### src/rtl/core_datapath.sv
// core_datapath: single-bus register datapath with one-hot source/target enables
// and a request/acknowledge memory port. Register moves complete in one cycle;
// memory reads and writes hold the bus port busy until the memory acknowledges.
module core_datapath #(
    parameter int unsigned DATA_WIDTH = 8,
    parameter int unsigned ADDR_WIDTH = 8
) (
    input  logic                  clk,
    input  logic                  rst,
    input  logic [15:0]           i_unit_ien,
    input  logic [15:0]           i_unit_oen,
    input  logic [DATA_WIDTH-1:0] i_alu_re,
    output logic [DATA_WIDTH-1:0] o_ins,
    output logic [DATA_WIDTH-1:0] o_alu_a,
    output logic [DATA_WIDTH-1:0] o_alu_b,
    output logic [DATA_WIDTH-1:0] o_alu_op,
    output logic [ADDR_WIDTH-1:0] o_mem_addr,
    output logic                  o_mem_req,
    output logic                  o_mem_we,
    output logic [DATA_WIDTH-1:0] o_mem_wdata,
    input  logic                  i_mem_ack,
    input  logic [DATA_WIDTH-1:0] i_mem_rdata,
    output logic                  o_busy,
    output logic                  o_err
);

    // Enable bit positions shared by source and target words.
    localparam int unsigned UIr     = 1;
    localparam int unsigned UPc     = 2;
    localparam int unsigned UAr     = 3;
    localparam int unsigned UDr0    = 4;
    localparam int unsigned UDr1    = 5;
    localparam int unsigned UCr     = 6;
    localparam int unsigned UDr2    = 7;
    localparam int unsigned UAluRe  = 8;
    localparam int unsigned UAluAd  = 9;
    localparam int unsigned UMemPc  = 12;
    localparam int unsigned UMemAr  = 13;

    typedef enum logic [1:0] {StIdle, StMemRd, StMemWr} state_e;

    // Only the targets that hold state; NULL-style targets simply drop data.
    typedef struct packed {
        logic op;
        logic dr2;
        logic cr;
        logic dr1;
        logic dr0;
        logic ar;
        logic pc;
        logic ir;
    } wsel_t;

    state_e                state_q;
    logic [DATA_WIDTH-1:0] ir_q, dr0_q, dr1_q, dr2_q, cr_q, op_q, mem_wdata_q;
    logic [ADDR_WIDTH-1:0] pc_q, ar_q, mem_addr_q;
    logic                  mem_req_q, mem_we_q, err_q, use_pc_q;
    wsel_t                 tgt_q;

    logic                  ien_ok, oen_ok, legal, src_mem, tgt_mem;
    logic [DATA_WIDTH-1:0] bus;
    wsel_t                 ien_sel;
    wsel_t                 wr_sel;
    logic [DATA_WIDTH-1:0] wr_val;
    logic                  pc_inc;

    // Decode the enable words and build the bus as a one-hot AND-OR mux.
    always_comb begin
        ien_ok  = (i_unit_ien != 16'd0) && ((i_unit_ien & (i_unit_ien - 16'd1)) == 16'd0);
        oen_ok  = (i_unit_oen != 16'd0) && ((i_unit_oen & (i_unit_oen - 16'd1)) == 16'd0);
        src_mem = i_unit_oen[UMemPc] | i_unit_oen[UMemAr];
        tgt_mem = i_unit_ien[UMemPc] | i_unit_ien[UMemAr];
        legal   = ien_ok && oen_ok && !(src_mem && tgt_mem);

        ien_sel.ir  = i_unit_ien[UIr];
        ien_sel.pc  = i_unit_ien[UPc];
        ien_sel.ar  = i_unit_ien[UAr];
        ien_sel.dr0 = i_unit_ien[UDr0];
        ien_sel.dr1 = i_unit_ien[UDr1];
        ien_sel.cr  = i_unit_ien[UCr];
        ien_sel.dr2 = i_unit_ien[UDr2];
        ien_sel.op  = i_unit_ien[UAluAd];

        bus = ({DATA_WIDTH{i_unit_oen[UIr]}}    & ir_q)
            | ({DATA_WIDTH{i_unit_oen[UPc]}}    & DATA_WIDTH'(pc_q))
            | ({DATA_WIDTH{i_unit_oen[UAr]}}    & DATA_WIDTH'(ar_q))
            | ({DATA_WIDTH{i_unit_oen[UDr0]}}   & dr0_q)
            | ({DATA_WIDTH{i_unit_oen[UDr1]}}   & dr1_q)
            | ({DATA_WIDTH{i_unit_oen[UCr]}}    & cr_q)
            | ({DATA_WIDTH{i_unit_oen[UDr2]}}   & dr2_q)
            | ({DATA_WIDTH{i_unit_oen[UAluRe]}} & i_alu_re);
    end

    // Select which register (if any) is written this cycle and whether PC steps.
    always_comb begin
        wr_sel = '0;
        wr_val = bus;
        pc_inc = 1'b0;
        case (state_q)
            StIdle: begin
                if (legal && !src_mem && !tgt_mem) begin
                    wr_sel = ien_sel;
                end
            end
            StMemRd: begin
                if (i_mem_ack) begin
                    wr_sel = tgt_q;
                    wr_val = i_mem_rdata;
                    // An explicit PC load from memory overrides the auto-increment.
                    pc_inc = use_pc_q & ~tgt_q.pc;
                end
            end
            StMemWr: begin
                if (i_mem_ack) begin
                    pc_inc = use_pc_q;
                end
            end
            default: ;
        endcase
    end

    // Transfer control FSM with registered memory-port outputs and error flag.
    always_ff @(posedge clk) begin
        if (rst) begin
            state_q     <= StIdle;
            mem_req_q   <= 1'b0;
            mem_we_q    <= 1'b0;
            mem_wdata_q <= '0;
            mem_addr_q  <= '0;
            tgt_q       <= '0;
            use_pc_q    <= 1'b0;
            err_q       <= 1'b0;
        end else begin
            unique case (state_q)
                StIdle: begin
                    if (!legal) begin
                        err_q <= 1'b1;
                    end else if (src_mem) begin
                        state_q    <= StMemRd;
                        mem_req_q  <= 1'b1;
                        mem_we_q   <= 1'b0;
                        mem_addr_q <= i_unit_oen[UMemPc] ? pc_q : ar_q;
                        use_pc_q   <= i_unit_oen[UMemPc];
                        tgt_q      <= ien_sel;
                    end else if (tgt_mem) begin
                        state_q     <= StMemWr;
                        mem_req_q   <= 1'b1;
                        mem_we_q    <= 1'b1;
                        mem_wdata_q <= bus;
                        mem_addr_q  <= i_unit_ien[UMemPc] ? pc_q : ar_q;
                        use_pc_q    <= i_unit_ien[UMemPc];
                        tgt_q       <= '0;
                    end
                end
                StMemRd, StMemWr: begin
                    // Enables are ignored here; only the acknowledge moves us on.
                    if (i_mem_ack) begin
                        state_q   <= StIdle;
                        mem_req_q <= 1'b0;
                        mem_we_q  <= 1'b0;
                    end
                end
                default: state_q <= StIdle;
            endcase
        end
    end

    // Architectural registers, written from the bus or from memory read data.
    always_ff @(posedge clk) begin
        if (rst) begin
            ir_q  <= '0;
            pc_q  <= '0;
            ar_q  <= '0;
            dr0_q <= '0;
            dr1_q <= '0;
            dr2_q <= '0;
            cr_q  <= '0;
            op_q  <= '0;
        end else begin
            if (wr_sel.ir)  ir_q  <= wr_val;
            if (wr_sel.ar)  ar_q  <= ADDR_WIDTH'(wr_val);
            if (wr_sel.dr0) dr0_q <= wr_val;
            if (wr_sel.dr1) dr1_q <= wr_val;
            if (wr_sel.dr2) dr2_q <= wr_val;
            if (wr_sel.cr)  cr_q  <= wr_val;
            if (wr_sel.op)  op_q  <= wr_val;
            if (wr_sel.pc) begin
                pc_q <= ADDR_WIDTH'(wr_val);
            end else if (pc_inc) begin
                pc_q <= pc_q + ADDR_WIDTH'(1);
            end
        end
    end

    assign o_ins       = ir_q;
    assign o_alu_a     = dr0_q;
    assign o_alu_b     = dr1_q;
    assign o_alu_op    = op_q;
    assign o_mem_addr  = mem_addr_q;
    assign o_mem_req   = mem_req_q;
    assign o_mem_we    = mem_we_q;
    assign o_mem_wdata = mem_wdata_q;
    assign o_busy      = (state_q != StIdle);
    assign o_err       = err_q;

endmodule

### config.mk
export PLATFORM = sky130hd
export DESIGN_NAME = core_datapath
export DESIGN_NICKNAME = d
export VERILOG_FILES = /design/src/rtl/core_datapath.sv
export SDC_FILE = /design/constraint.sdc
export NUM_CORES = 1
export LEC_CHECK = 0
export CAP_MARGIN = 20
export CORE_ASPECT_RATIO = 1.4
export CORE_UTILIZATION = 47
export CTS_CLUSTER_SIZE = 12
export DETAILED_ROUTE_END_ITERATION = 8
export PLACE_DENSITY = 0.86
export SLEW_MARGIN = 30
export SYNTH_ARGS = -nofsm -noshare
export SYNTH_HDL_FRONTEND = slang
export SYNTH_SLANG_ARGS = --single-unit
### constraint.sdc
create_clock -name clk -period 2.8 [get_ports clk]
set_input_delay 0.28 -clock clk [delete_from_list [all_inputs] [get_ports clk]]
set_output_delay 0.28 -clock clk [all_outputs]
set_load 0.01 [all_outputs]
* Yosys cells after proc, flatten, opt, wreduce, memory -nomap -nowiden
Cells that the tools add are included.
** Word-level totals
- Register bits :: 94
- Bits of input ports :: 51
- Output and inout port bits :: 52
- Logic and storage cells :: 110
** Cells by class
- Add/subtract/negate cells :: 3
- Eq/ne operators :: 5
- Multiplexer cells :: 31
- Bitwise operators :: 23
- Reductions and logical operators :: 25
** Operators by type and width (count)
- $mux W8 :: 12
- $and A8 B8 Y8 :: 8
- $or A8 B8 Y8 :: 7
- $and A16 B16 Y16 :: 2
- $logic_not A16 Y1 :: 2
- $reduce_bool A16 Y1 :: 2
- $sub A16 B1 Y16 const B :: 2
- $pmux W8 S2 :: 1
- $mux W1 :: 10
- $add A8 B1 Y8 const B :: 1
- $mux W2 :: 4
- $reduce_and A4 Y1 :: 2
- $reduce_bool A2 Y1 :: 4
- $logic_and A1 B1 Y1 :: 7
- $pmux W1 S2 :: 3
- $reduce_and A3 Y1 :: 2
- $ne A2 B2 Y1 const B :: 2
- $pmux W2 S2 :: 1
- $logic_not A1 Y1 :: 3
- $ne A3 B3 Y1 const B :: 1
- $not A1 Y1 :: 3
- $eq A2 B1 Y1 const B :: 1
- $eq A2 B2 Y1 const B :: 1
- $logic_not A2 Y1 :: 1
- 4 further kinds :: 5

* Logic depth before layout (Yosys ltp)
Gate-level depths: netlist of the first run.
- Depth in word-level cells :: 11
- Mapped depth :: 11
- Depth with buffers taken out :: 9

* Worst setup path after synthesis of the first run
No wires, ideal clock.
- Kind :: input-to-reg
- From :: in i_unit_ien[4]
- To :: reg use_pc_q
- Setup time :: 0.065 ns
- Arrival :: 2.804 ns
- Required time :: 2.735 ns
- Slack :: -0.069 ns
- Cell stages on the path :: 10
- Path buffers :: 2
- Path through :: buf_4 or4_4 o31ai_1 nand4_1 nor4_4 nand3_4 a2111oi_4 buf_6 mux2_1 nor2_1
** On the way
- Cells in the longest elaborated chain, start to end :: 7
- Elaborated cells between the ends (all ways) :: 8
- Classes of those cells :: add/sub: 1; bitwise: 1; reduce/logical: 6
** Ends and longest elaborated chain
- from (decl) :: line 10 : input logic [15:0] i_unit_ien,
- $sub A16 B1 Y16 :: line 69 : ien_ok = (i_unit_ien != 16'd0) && ((i_unit_ien & (i_unit_ien - 16'd1)) == 16'd0);
- $and A16 B16 Y16 :: line 69
- $logic_not A16 Y1 :: line 69
- $logic_and A1 B1 Y1 * :: line 69
- $logic_and A1 B1 Y1 * (2 in series) :: line 73 : legal = ien_ok && oen_ok && !(src_mem && tgt_mem);
- $reduce_and A3 Y1 (no line) *
- to (signal assigned) :: line 143 : use_pc_q <= i_unit_oen[UMemPc];
- to (signal assigned) :: line 151 : use_pc_q <= i_unit_ien[UMemPc];
- to (decl) :: line 57 : logic mem_req_q, mem_we_q, err_q, use_pc_q;
Every way passes the cells marked *; elsewhere a longest branch is shown, timed or not.
A chain may end at the register's enable or synchronous reset.

* Worst setup path after layout of the first run
- From :: in i_unit_ien[2]
- To :: reg cr_q[1]
** On the way
- Cells in the longest elaborated chain, start to end :: 10
- Elaborated cells between the ends (all ways) :: 11
- Classes of those cells :: add/sub: 1; mux: 2; bitwise: 1; reduce/logical: 7
** Ends and longest elaborated chain
- $sub A16 B1 Y16 :: line 69
- $and A16 B16 Y16 :: line 69
- $logic_not A16 Y1 :: line 69
- $logic_and A1 B1 Y1 * :: line 69
- $logic_and A1 B1 Y1 * (2 in series) :: line 73
- $logic_and A1 B1 Y1 * (2 in series) :: line 101 : if (legal && !src_mem && !tgt_mem) begin
- $mux W8 * :: line 101
- $pmux W8 S2 * :: line 99 : case (state_q)
- to (signal assigned) :: line 185 : if (wr_sel.cr) cr_q <= wr_val;
- to (decl) :: line 55 : logic [DATA_WIDTH-1:0] ir_q, dr0_q, dr1_q, dr2_q, cr_q, op_q, mem_wdata_q;
Marks and branches as above.

==> metrics list, run 1 <==
* Status: completed
- Number of global-route vias before repair: 5030
* Number of hold-slack violations in the final timing report: 0
- The critical path in this run is classified as in -> reg.
- Max H-tree Level: 3
- Detailed placement ended at an HPWL of 11400 um.
- For the final database, setup skew stands at 6.163 ps.
- The initial antenna violation count came to 0.
- When the netlist entered floorplanning its net count stood at 558.
- In this run the worst setup path terminates at cr_q[1].
* Count of port buffers added during placement: 102
- The tree built by TritonCTS fans out to 94 sinks.
- The startpoint identified for the worst register-to-register timing path is state_q[0].
- Routed via count: 4772
- Worst setup slack before clock tree synthesis: -609.6 ps
- Entering global routing, the biggest net connects 47 pins.
* Post-detailed-route via-to-cell ratio: 6.064
- Placement Rows: 44
* Horizontal die dimension: 88.82 um
- For this run, the total global-route usage over all layers was measured as 0.3052.
- In the final design database the tool counted 699 nets.
- The worst register-to-register path has a depth of 9.
* FF-to-FF End: pc_q[7]
- Worst hold path class: reg -> reg
* Slew HR: 0.4985
- Synth Cell Area: 0.004960 mm^2
- Most Frequent Cell on Critical Path: buf_4
- The layer flagged by global routing as most heavily used is met2.
* Slowest Stage Delay on Critical Path: 410 ps
- Final routed wire length divided by cell count: 20.34 um
- Counting distinct cell types in the post-synthesis netlist gives 63.
- Data on the critical path is required at its endpoint by 3000 ps.
- Counting both buffers and inverters, the worst setup path holds a total of 6.
- GP Congestion: 0.8462
* Kind of end point of the critical path: flip-flop
- Final core area utilization: 0.6823
- Number of max-slew violations in the final report: 0
- CTS Root Buffer Type: clkbuf_16
- Setup violations remaining at the end of the flow were counted as 0.
- STA puts the critical path data arrival time at 2970 ps.
- Summing all placed instances gives a cell area of 0.006581 mm^2.
- For this run, the leading register cell type out of synthesis is dfxtp_1.
- Worst reg-to-reg setup slack: 410 ps
* M1 GR Usage: 0.3224
* Fill cell count: 756
* Layout area overhead: 41.62%
- Number of instances in the synthesized netlist: 503
- Leak: 0.002896 uW
- The worst setup path is launched from an input pin.
- Final worst setup slack: 37.43 ps
* Max-capacitance violation count: 0
- Number of CTS-inserted buffers: 9
- Avg Synthesized Cell Area: 9.860 um^2
- In this run, synthesis inferred 0 flip-flops with an integrated enable.
- Post-synthesis async set-or-reset flop share: 0
- Hold slack final: 457.6 ps
* First-pass GRT wire length: 24770 um
* Sequential area share after synthesis: 0.3794
- TritonCTS built the clock tree.
* Maximum net fanout on the critical path: 11
* Worst-Skew Late Latency: 350 ps
- Routed Antenna Nets: 0
- CP delay by family, top: buffers and inverters
* Max Root-Sink Buffers: 2
- Of the available clock period, the critical path in the final layout requires 0.9866.
- Total grt overflow: 0
- Cell count along the critical path: 14
* Die ar.: 0.01097 mm^2
* Register bit count reported by yosys: 94
- For met2 alone, demand over resource in global routing was 0.5375.
* Crit-path slowest cell: or3_4
* Tightest Pin Transition: 752.2 ps
- After routing the design area is 0.007024 mm^2.
* Number of ports placed on the die boundary: 103
* Share of layout cells above drive strength 1: 0.1972
- The first routing iteration left 438 violations.
- Crit path time final: 2763 ps
- Yosys warning count: 0
- The routed design has 16010 um of wire.
- Diodes inserted: 0
* Launching instance or port of the critical path: i_unit_ien[2]
- The signal on the critical path passes through dlygate4sd2_1, buf_4, or3_4, nor4_4, o22ai_2, nor4_4, buf_4, nand3_4, buf_4, nor2_4, buf_12, a31oi_4, buf_12, mux2i_2.
- Core Area: 0.01029 mm^2
- The die is 123.5 um tall.
- Max rail drop VDD: 0.3654 mV
* Clock slew at reported path FFs: 60 ps
- Met3 layer usage reported by global route: 0.07076
- Timing would allow up to 0.3620 GHz.
- For this configuration, the core starts out at a cell density of 0.4818.
* Setup TNS: 0 ps
- The first detailed-routing pass took 7 iterations.
* Power density cells: 404.8 mW/mm^2
- Final routed DRC violation total: 0
state kept, by name, indices dropped and copies added (netlist names):
| name | cells |
|---|---|
| cr_q | 8 |
| o_mem_we | 1 |
| use_pc_q | 1 |
| o_mem_req | 1 |
| o_alu_a | 8 |
| state_q | 2 |
| o_alu_b | 8 |
| o_err | 1 |
| o_mem_wdata | 8 |
| o_alu_op | 8 |
| pc_q | 8 |
| o_mem_addr | 8 |
| ar_q | 8 |
| dr2_q | 8 |
| o_ins | 8 |
| tgt_q | 8 |
area by class of cell:
class	count	area, um^2	share of cell area
clock buffer	12	236.5	0.03367
clock inverter	4	47.55	0.006769
tap	138	172.7	0.02458
timing repair buffer	167	1635	0.2328
inverter	8	30.03	0.004275
multi-input combinational	364	3020	0.4300
sequential	94	1882	0.2679
stage by stage:
step / cells / total power, uW
after floorplan: 503 / 1489
after detailed placement: 765 / 1653
final: 787 / 2843
after global routing: 787 / 2924
after CTS: 786 / 2833
after global placement: 765 / 1647
where the power goes:
part           switching (uW)  internal [uW]
Clock                     516            690
Sequential              0.419           1340
Combinational             159            140
Total                     675           2170
worst min-delay path, cell delays in order, from the launching register on:
cell	delay, ps
dfxtp_1	310
inv_1	50
a21oi_1	50
layout by cell type, fill, tap and decap left out, types with 4 or more instances in the layout:
cell type / instances
a21oi_1: 11
a22o_1: 10
a22oi_1: 33
a31oi_4: 7
and3_1: 9
buf_12: 11
buf_4: 52
clkbuf_16: 9
clkdlybuf4s50_1: 90
dfxtp_1: 94
dlygate4sd2_1: 11
ha_1: 4
inv_1: 8
mux2_2: 8
mux2i_1: 72
nand2_1: 9
nand2b_1: 57
nand3_1: 5
nand4_1: 9
nor2_1: 35
nor2b_1: 4
nor4_4: 5
o21ai_0: 5
o32ai_1: 8
or3_1: 10
xnor2_1: 5
xor2_1: 4
cells in the mapped netlist, drive strengths merged, types with 6 or more instances:
cell type / count / area [um^2]
a21oi: 11 / 55.05
a22o: 10 / 87.58
a22oi: 33 / 247.7
a31oi: 9 / 161.4
and3: 9 / 56.30
buf: 17 / 96.34
clkbuf: 20 / 75.07
dfxtp: 94 / 1882
inv: 8 / 30.03
mux2: 9 / 101.4
mux2i: 73 / 730.7
nand2: 9 / 33.78
nand2b: 57 / 356.6
nand3: 6 / 42.54
nand4: 9 / 56.30
nor2: 39 / 163.9
nor3: 7 / 46.30
nor4: 7 / 80.07
o32ai: 8 / 70.07
or3: 11 / 68.82
layer usage:
layer  vias up  part of all wire
met4         0             0.054
met2       266              0.50
li1       2137                 -
met1      2292              0.37
met5         -                 0
met3        77             0.077
what timing repair did:
item / 4_1_cts / 5_1_grt
pin swaps: 11 / 3
buffers inserted: 5 / 1
hold buffers: 0 / 0
resized for setup: 25 / 8
setup endpoints to repair: 85 / 76
hold endpoints to repair: 0 / 0
worst min path at each step:
stage	start	endpoint	slack [ps]	cells after the start
2_1_floorplan	i_unit_ien[1]	tgt_q[0]	410	1
3_3_place_gp	o_err	o_err	440	2
3_5_place_dp	o_err	o_err	450	2
4_1_cts	i_unit_ien[7]	tgt_q[6]	460	3
5_1_grt	i_unit_ien[7]	tgt_q[6]	480	3
6_report	o_err	o_err	460	2
cell families after synthesis:
group,Yosys count,share of synthesized area
AND/OR/NAND/NOR,164,0.1990
AO/OA/AOI/OAI,104,0.1852
flip-flops,94,0.3794
multiplexers,82,0.1678
buffers and inverters,45,0.04061
XOR/XNOR,9,0.01589
adder cells (fa/ha/maj),5,0.01211
Note: power is estimated with default switching activity, not from simulation.
==> run 2: changes to the inputs <==
CELL_PAD_IN_SITES_DETAIL_PLACEMENT = 0   (was unset)
CELL_PAD_IN_SITES_GLOBAL_PLACEMENT = 2   (was unset)
CORE_MARGIN = 2   (was unset)
CORE_UTILIZATION = 29   (was 47)
==> metrics list, run 2 (synthesis results as in run 1) <==
* Status: completed
- The top cell types in the final layout, fill and taps aside, are dfxtp_1, clkdlybuf4s50_1, mux2i_1.
- The final routed wirelength across all metal layers came to 16220 um (+1.3%).
- Slowest Stage Delay on Critical Path: 560 ps (+150 ps)
* Clock slew at reported path FFs: 70 ps (about the same)
- The required time at the endpoint of the critical path came to 3080 ps (+80 ps).
- Final routed DRC violation total: 0 (unchanged)
- Max Fclk: 0.3701 GHz (+2.2%)
- Among all stages on the critical path, the largest delay is contributed by or4_4.
* Routed via count: 4441 (-6.9%)
* Max-capacitance violation count: 0 (unchanged)
- The number of diodes added for antenna fixing is 0 (unchanged).
* Part of the total power dissipated in the clock network: 0.433 (+0.009)
* Maximum net fanout on the critical path: 3 (-8)
- The global-route usage over all layers came to 0.1785 (-0.1267).
- Fill cell count: 1631 (+120%)
- Crit path time final: 2702 ps (-60.42 ps)
* Core Area: 0.01675 mm^2 (+63%)
- DRC violation total after the first TritonRoute iteration: 254 (-42%)
* Final core area utilization: 0.4224 (-0.2599)
- Clock tree synthesis selected as its root buffer the cell clkbuf_16.
- Critical Path, Cell by Cell: buf_6, or4_4, buf_6, nor4_4, o2111ai_2, nor4_4, nand3_4, a2111oi_4, buf_4, mux2_4, nor2_1
- Detailed placement HPWL: 12420 um (+8.9%)
- Number of max-slew violations in the final report: 0 (unchanged)
- The power spent charging and discharging nets came to 703.3 uW (+4.1%).
- Cell count of the worst hold path: 3 (+1)
* Worst-Skew Late Latency: 340 ps (about the same)
* Post-detailed-route via-to-cell ratio: 5.200 (-14%)
- The share of post-route cells with drive strength above 1 was 0.1997 (+0.002466).
* Starting Density: 0.2962 (-0.1856)
* Share of the clock period used by the worst path: 0.9651 (-0.02158)
* Worst hold path class: in -> reg
* Critical path startpoint category: input pin
- The count of final hold-check violations came to 0 (unchanged).
* Hold slack final: 326.5 ps (-131.2 ps)
- Tightest Pin Transition: 670.3 ps (-81.93 ps)
* Die ar.: 0.01818 mm^2 (+66%)
- The number of port buffers is 102 (unchanged).
- Total chip power: 2886 uW (+1.5%)
- GP Congestion: 0.8319 (-1.7%)
* Routed Antenna Nets: 0 (unchanged)
- Worst reg-to-reg path cell count: 9 (unchanged)
- RSZ-0062 raised after global routing: true
- TritonCTS built the clock tree.
- Internal portion of total power: 2183 uW (+0.67%)
* Worst Path Arrival: 2980 ps (about the same)
- Power density cells: 408.0 mW/mm^2 (+0.79%)
- From synthesis to final layout, the design area changed by 42.61%.
* Maximum number of pins on one net before global-route repair: 37 (-21%)
- Leak: 0.002910 uW (+0.48%)
* Instance count after placement with tap cells included: 830 (+8.5%)
- Setup violations, final: 0 (unchanged)
* Number of CTS-inserted buffers: 9 (unchanged)
* Number of ports placed on the die boundary: 103 (unchanged)
* Max Root-Sink Buffers: 2 (unchanged)
- The number of nets in the layout was 701 (+0.29%).
- The average wire per cell in the routed design is 18.99 um (-6.6%).
* Max H-tree Level: 3 (unchanged)
* Part of the total power dissipated in sequential elements: 0.463 (-0.007)
* Kind of end point of the critical path: flip-flop
- Antenna violations before repair: 0 (unchanged)
* Final worst clock skew: 6.816 ps (+0.6528 ps)
* Horizontal die dimension: 114.5 um (+29%)
- The library cell used most frequently in the layout, excluding fill and tap cells, is dfxtp_1.
- The highest ir drop seen on vdd came to 0.3627 mV (-0.76%).
- Combinational share of power: 0.103 (-0.002)
- The headroom to the max-slew limit came to 0.5531 (+0.05462).
* Iteration count of the initial detailed-routing pass: 6 (-1)
* Placement Rows: 56 (+27%)
* Setup TNS: 0 ps (unchanged)
- The non-filler instance count after layout came to 854 (+8.5%).
- The clock net sink count came to 94 (unchanged).
- Total grt overflow: 0 (unchanged)
- Critical path class: in -> reg
* First-pass GRT wire length: 25230 um (+1.9%)
* Number of global-route vias before repair: 4721 (-6.1%)
- The die height came to 158.7 um (+28%).
- The fraction of power spent switching nets is 0.2437 (+0.006162).
-- run 2: changes by cell type in the layout (fill, tap and decap cells not counted), moves of 2 or more --
cell and delta:
dlygate4sd2_1 -7, buf_4 +4, dlymetal6s2s_1 +4, clkbuf_1 -3, a21boi_0 +2, a21boi_2 -2, buf_12 -2, clkbuf_2 +2
inv_6 +2, nor4_4 -2
-- run 2: routing by layer --
metal  share of wire  vias up  GRT usage
li1                -     2156          -
met1            0.37     2136     0.1862
met2            0.56      114     0.3453
met3           0.034       35    0.01985
met4           0.039        0    0.08093
met5               0        -          0
-- run 2: metrics by stage --
| step | cell area, um^2 | setup slack [ps] |
|---|---|---|
| 3_5_place_dp | 6650 | -542.7 |
| 4_1_cts | 7005 | 4.181 |
| 3_3_place_gp | 6650 | -427.4 |
| 6_report | 7073 | 97.85 |
| 5_1_grt | 7073 | -35.00 |
| 2_1_floorplan | 4991 | 29.15 |
-- run 2: final timing paths --
path / start / endpoint / slack [ps]
max: i_unit_ien[7] / use_pc_q / 100
min: i_unit_ien[1] / tgt_q[0] / 330
max reg2reg: state_q[0] / pc_q[7] / 500
min reg2reg: o_err / o_err / 450
-- run 2: what timing repair did --
action / in CTS / in global routing
gates resized for setup: 13 / 18
pin swaps: 8 / 23
hold buffers: 0 / 0
setup buffers: 3 / 5
cloned: 0 / 0
setup endpoints to repair: 32 / 88
-- run 2: cell type report --
| cell class | count | area [um^2] | area share |
|---|---|---|---|
| Multi-Input combinational cell | 364 | 2967 | 0.4194 |
| Inverter | 8 | 30.03 | 0.004246 |
| Clock buffer | 9 | 225.2 | 0.03184 |
| Timing Repair Buffer | 169 | 1635 | 0.2312 |
| Tap cell | 203 | 254.0 | 0.03591 |
| Sequential cell | 94 | 1882 | 0.2661 |
| Clock inverter | 7 | 80.08 | 0.01132 |
-- run 2: power groups by stage --
stage	sequential [uW]	clock (uW)	combinational, uW
6_report	1340	1250	298
5_1_grt	1340	1330	317
4_1_cts	1340	1280	295
3_5_place_dp	1370	0	293
3_3_place_gp	1370	0	290
2_1_floorplan	1370	0	120
-- run 2: worst max-delay path: cells and delay by family --
kind	cells	cell delay (ps)
and+or+nand+nor	5	1410
AOI/OAI and AO/OA	2	580
buffers and inverters	3	410
muxes	1	290
==> run 3: changes to the inputs <==
SKIP_LAST_GASP = 1   (was unset)
==> metrics list, run 3 (synthesis results as in run 1) <==
* Maximum net fanout on the critical path: 8 (+5)
* Most common cell after layout, fill and taps aside: dfxtp_1
* Final routed DRC violation total: 0 (unchanged)
- The first-pass GRT wire length is 25230 um (unchanged).
- Kind of end point of the critical path: flip-flop
- Overall Global Routing Usage: 0.1785 (unchanged)
- The average wire per cell in the routed design came to 18.99 um (about the same).
* Max rail drop VDD: 0.3628 mV (about the same)
- The quantity of hold-fixing buffers added after cts was 0 (unchanged).
- Required @ worst endpoint: 3010 ps (-70 ps)
- Number of hold-slack violations in the final timing report: 0 (unchanged)
- Number of ports placed on the die boundary: 103 (unchanged)
- The number of setup violations in the final report was 0 (unchanged).
- Worst-Skew Late Latency: 340 ps (about the same)
- The placer congestion estimate came to 0.8319 (unchanged).
- The standard cell area after detailed placement was 0.006650 mm^2 (unchanged).
- The chip width is 114.5 um (unchanged).
* CP delay by family, top: simple AND/OR/NAND/NOR gates
* Critical path startpoint category: input pin
- Crit-path slowest cell: or4_4
- Finished layout cell area: 0.007062 mm^2 (-0.16%)
* Share of the clock period used by the worst path: 0.9609 (-0.004195)
- Relative to the synthesized area, the layout overhead comes to 42.38%.
- The CTS clock-pin slew for the worst setup and hold paths was 70 ps (about the same).
* Crit path time final: 2690 ps (-11.75 ps)
- The delay of the slowest cell on the worst path was 550 ps (about the same).
- The initial antenna violation count is 0 (unchanged).
- The sequential share of power was 0.464 (about the same).
- Internal portion of total power: 2182 uW (about the same)
- The initial DRC count is 245 (-3.5%).
- Max Fclk: 0.3717 GHz (+0.44%)
- The flow ran to the end, and the final reports show no timing, DRC or antenna violations.
- The maximum number of pins on one net before global-route repair came to 37 (unchanged).
* Final worst clock skew: 6.431 ps (-0.3847 ps)
- The final routed wirelength across all metal layers was 16180 um (-0.27%).
* Max Root-Sink Buffers: 2 (unchanged)
- Total grt overflow: 0 (unchanged)
* Number of max-slew violations in the final report: 0 (unchanged)
- The clock net sink count was 94 (unchanged).
* Worst Path Arrival: 2900 ps (-80 ps)
- The ratio of total power to cell area came to 408.3 mW/mm^2 (about the same).
* Iteration count of the initial detailed-routing pass: 5 (-1)
- The number of vias after detailed routing was 4445 (+0.090%).
- In this run the worst hold path is classified as in -> reg.
- Floorplan die height: 158.7 um (unchanged)
* Leak: 0.002911 uW (about the same)
- The core utilization of the finished layout came to 0.4217 (-0.0006720).
- The fraction of power spent switching nets was 0.2433 (-0.0004255).
- CTS Root Buffer Type: clkbuf_16
- The via count of the first global-routing pass came to 4721 (unchanged).
* Starting Density: 0.2962 (unchanged)
* RSZ-0062 raised after global routing: true
* Combinational share of power: 0.103 (about the same)
- The half-perimeter wire length after placement came to 12420 um (unchanged).
* Critical Path, Cell by Cell: dlygate4sd2_1, or4_4, nand4bb_1, buf_4, buf_4, maj3_1, nor2_2, o2111ai_2, nor2_2, buf_12, mux2i_2, nor2_1
* Switching component of the power: 701.5 uW (-0.26%)
- Routed Antenna Nets: 0 (unchanged)
- Post-detailed-route via-to-cell ratio: 5.217 (+0.33%)
- The number of standard-cell rows in the floorplan was 56 (unchanged).
- The clock share of power is 0.433 (about the same).
- The share of post-route cells with drive strength above 1 was 0.1972 (-0.002466).
* Tightest Pin Transition: 684.8 ps (+14.55 ps)
* Count of port buffers added during placement: 102 (unchanged)
- The total core area came to 0.01675 mm^2 (unchanged).
- Top library cells by usage in the layout, fill and taps aside: dfxtp_1, clkdlybuf4s50_1, mux2i_1
* Die ar.: 0.01818 mm^2 (unchanged)
- By startpoint and endpoint, the worst setup path is classified as in -> reg.
- The headroom to the max-slew limit came to 0.5434 (-0.009697).
- TritonCTS built the clock tree.
* Worst path buffer plus inverter count: 4 (+1)
- Max H-tree Level: 3 (unchanged)
- The number of diodes added for antenna fixing is 0 (unchanged).
- Number of CTS-inserted buffers: 9 (unchanged)
- Max-capacitance violation count: 0 (unchanged)
- Number of nets at the end of the flow: 699 (-0.29%)
run 3: changes by cell type in the layout (fill, tap and decap cells not counted), sizes merged:
cell          delta
dlymetal6s2s     +1
dlygate4sd2      -1
buf              -2
run 3: final timing paths:
check                start  depth (start not counted)             end  slack [ps]
min reg2reg          o_err                          2           o_err         450
max reg2reg     state_q[0]                          9         pc_q[7]         500
max          i_unit_oen[1]                         12  o_mem_wdata[1]         110
min          i_unit_ien[1]                          3        tgt_q[0]         320
run 3: power by group through the flow:
stage | clock network [uW] | registers, uW | logic, uW
finish | 1250 | 1340 | 297
global placement | 0 | 1370 | 290
global route | 1330 | 1340 | 316
floorplan | 0 | 1370 | 120
CTS | 1280 | 1340 | 295
detailed placement | 0 | 1370 | 293
run 3: through the flow:
stage / setup TNS [ps] / power, uW / hold slack (ps) / cells / setup slack [ps]
final: 0 / 2883 / 324.2 / 852 / 109.6
after global routing: -51.10 / 2980 / 348.7 / 852 / -19.95
after CTS: -5.353 / 2909 / 405.1 / 849 / -1.835
after detailed placement: -31410 / 1661 / 441.4 / 830 / -542.7
after global placement: -30500 / 1658 / 444.4 / 830 / -427.4
after floorplan: 0 / 1489 / 405.6 / 503 / 29.15
run 3: area by class of cell:
type | count | area, um^2
Sequential cell | 94 | 1882
Tap cell | 203 | 254.0
Fill cell | 1632 | 9684
Multi-Input combinational cell | 364 | 2967
Timing Repair Buffer | 167 | 1624
Clock inverter | 7 | 80.08
Clock buffer | 9 | 225.2
Inverter | 8 | 30.03
run 3: repair_timing:
action	in CTS	in global routing
resized for setup	12	19
pin swaps	8	19
buffers inserted	3	3
setup endpoints to repair	32	88
run 3: metal layers:
| metal | share of wire | track usage |
|---|---|---|
| met5 | 0 | 0 |
| met4 | 0.038 | 0.08093 |
| met3 | 0.035 | 0.01985 |
| met2 | 0.55 | 0.3453 |
| met1 | 0.37 | 0.1862 |
run 3: worst min-delay path, delay by kind of cell:
kind | cells | cell delay, ps
buffers and inverters | 2 | 230
AO/OA/AOI/OAI | 1 | 120
==> RTL change, RTL diff (config.mk and constraints of run 1) <==
Make the reset (`rst`) asynchronous in 2 clocked blocks.
--- a/src/rtl/core_datapath.sv
+++ b/src/rtl/core_datapath.sv
@@ -120,7 +120,7 @@
     end
 
     // Transfer control FSM with registered memory-port outputs and error flag.
-    always_ff @(posedge clk) begin
+    always_ff @(posedge clk or posedge rst) begin
         if (rst) begin
             state_q     <= StIdle;
             mem_req_q   <= 1'b0;
@@ -166,7 +166,7 @@
     end
 
     // Architectural registers, written from the bus or from memory read data.
-    always_ff @(posedge clk) begin
+    always_ff @(posedge clk or posedge rst) begin
         if (rst) begin
             ir_q  <= '0;
             pc_q  <= '0;
Formal check against the unedited RTL: differs if rst is asserted again (counterexample within 4 cycles, from zero or initial values and one cycle with rst high); with rst held inactive, the same outputs for 4 cycles.
==> RTL change against run 1 <==
Synthesized cell count decreased by 13%. Routed wire length increased by 0.44%. Design area increased by 2.0%. Worst setup slack got worse by 0.00072 ns. Sequential cell count unchanged. Power decreased by 1.5%. Clock power decreased by 6%. Synthesized area decreased by 0.93%. Critical endpoint is now use_pc_q. Highest routed layer unchanged.
==> RTL change: results <==
detailed_routing:
  first_iter_violations: 401
  via_per_inst: 6.15
global_routing:
  grtUsageTotal_pct: 30.4
  grtUsageMet2_pct: 51.9
  grt_pass1_vias: 4642
  use_met1_pct: 37.0
synthesis:
  yosys-top-cells-area: "dfrtp_1 (48%), mux2_2 (17%), a22oi_1 (5.5%)"
  synth_mux_area_share_pct: 18.6
  syn_nets: 494
  synth_area_um2: 4910
  synth_compound_area_share_pct: 16.7
  ys_top_cells_by_count: "dfrtp_1 (94), mux2_2 (73), o21ai_0 (37), a22oi_1 (36), nor2_1 (31)"
sta:
  relSlewSlack_pct: 52.0
critical_path:
  r2r_end: "pc_q[7]"
  r2r_start: "state_q[0]"
  critPathCapture: "use_pc_q"
  critical-path-max-stage-delay_ns: 0.54
  rrSetupSlack_ns: 0.27
power:
  seqPwrFrac_pct: 48.5
  internal_power_w: 0.00213
layout:
  fill_cells: 713
  area_growth_pct: 45.9
  drive_above_1_share_pct: 31.5
status:
  status: "finished clean"
placed_design:
  dpl-instance-area_um2: 6630
==> RTL change: area by class of cell <==
class,count,share of cell area (%)
multi-input combinational,316,36.6
clock buffer,11,3.53
sequential,94,32.8
clock inverter,4,0.314
inverter,6,0.332
timing repair buffer,173,24.1
tap,135,2.36
==> RTL change: stage by stage <==
| step | total power (W) | setup WS (ns) |
|---|---|---|
| final | 0.00280 | 0.0367 |
| after global routing | 0.00288 | -0.0360 |
| after CTS | 0.00279 | 0.00330 |
| after detailed placement | 0.00166 | -0.532 |
| after global placement | 0.00166 | -0.501 |
| after floorplan | 0.00148 | 0.00143 |
==> RTL change: layer usage <==
layer	wire length, um	vias up
met4	695	0
met5	0	-
met2	8410	220
li1	-	1987
met1	6200	2288
met3	774	50
==> RTL change: what timing repair did <==
item | in CTS | in global routing
gates resized for setup | 41 | 40
endpoints found under the setup margin | 80 | 84
pin swaps | 8 | 12
buffers inserted | 3 | 2
hold buffers | 0 | 0
gates cloned | 1 | 0
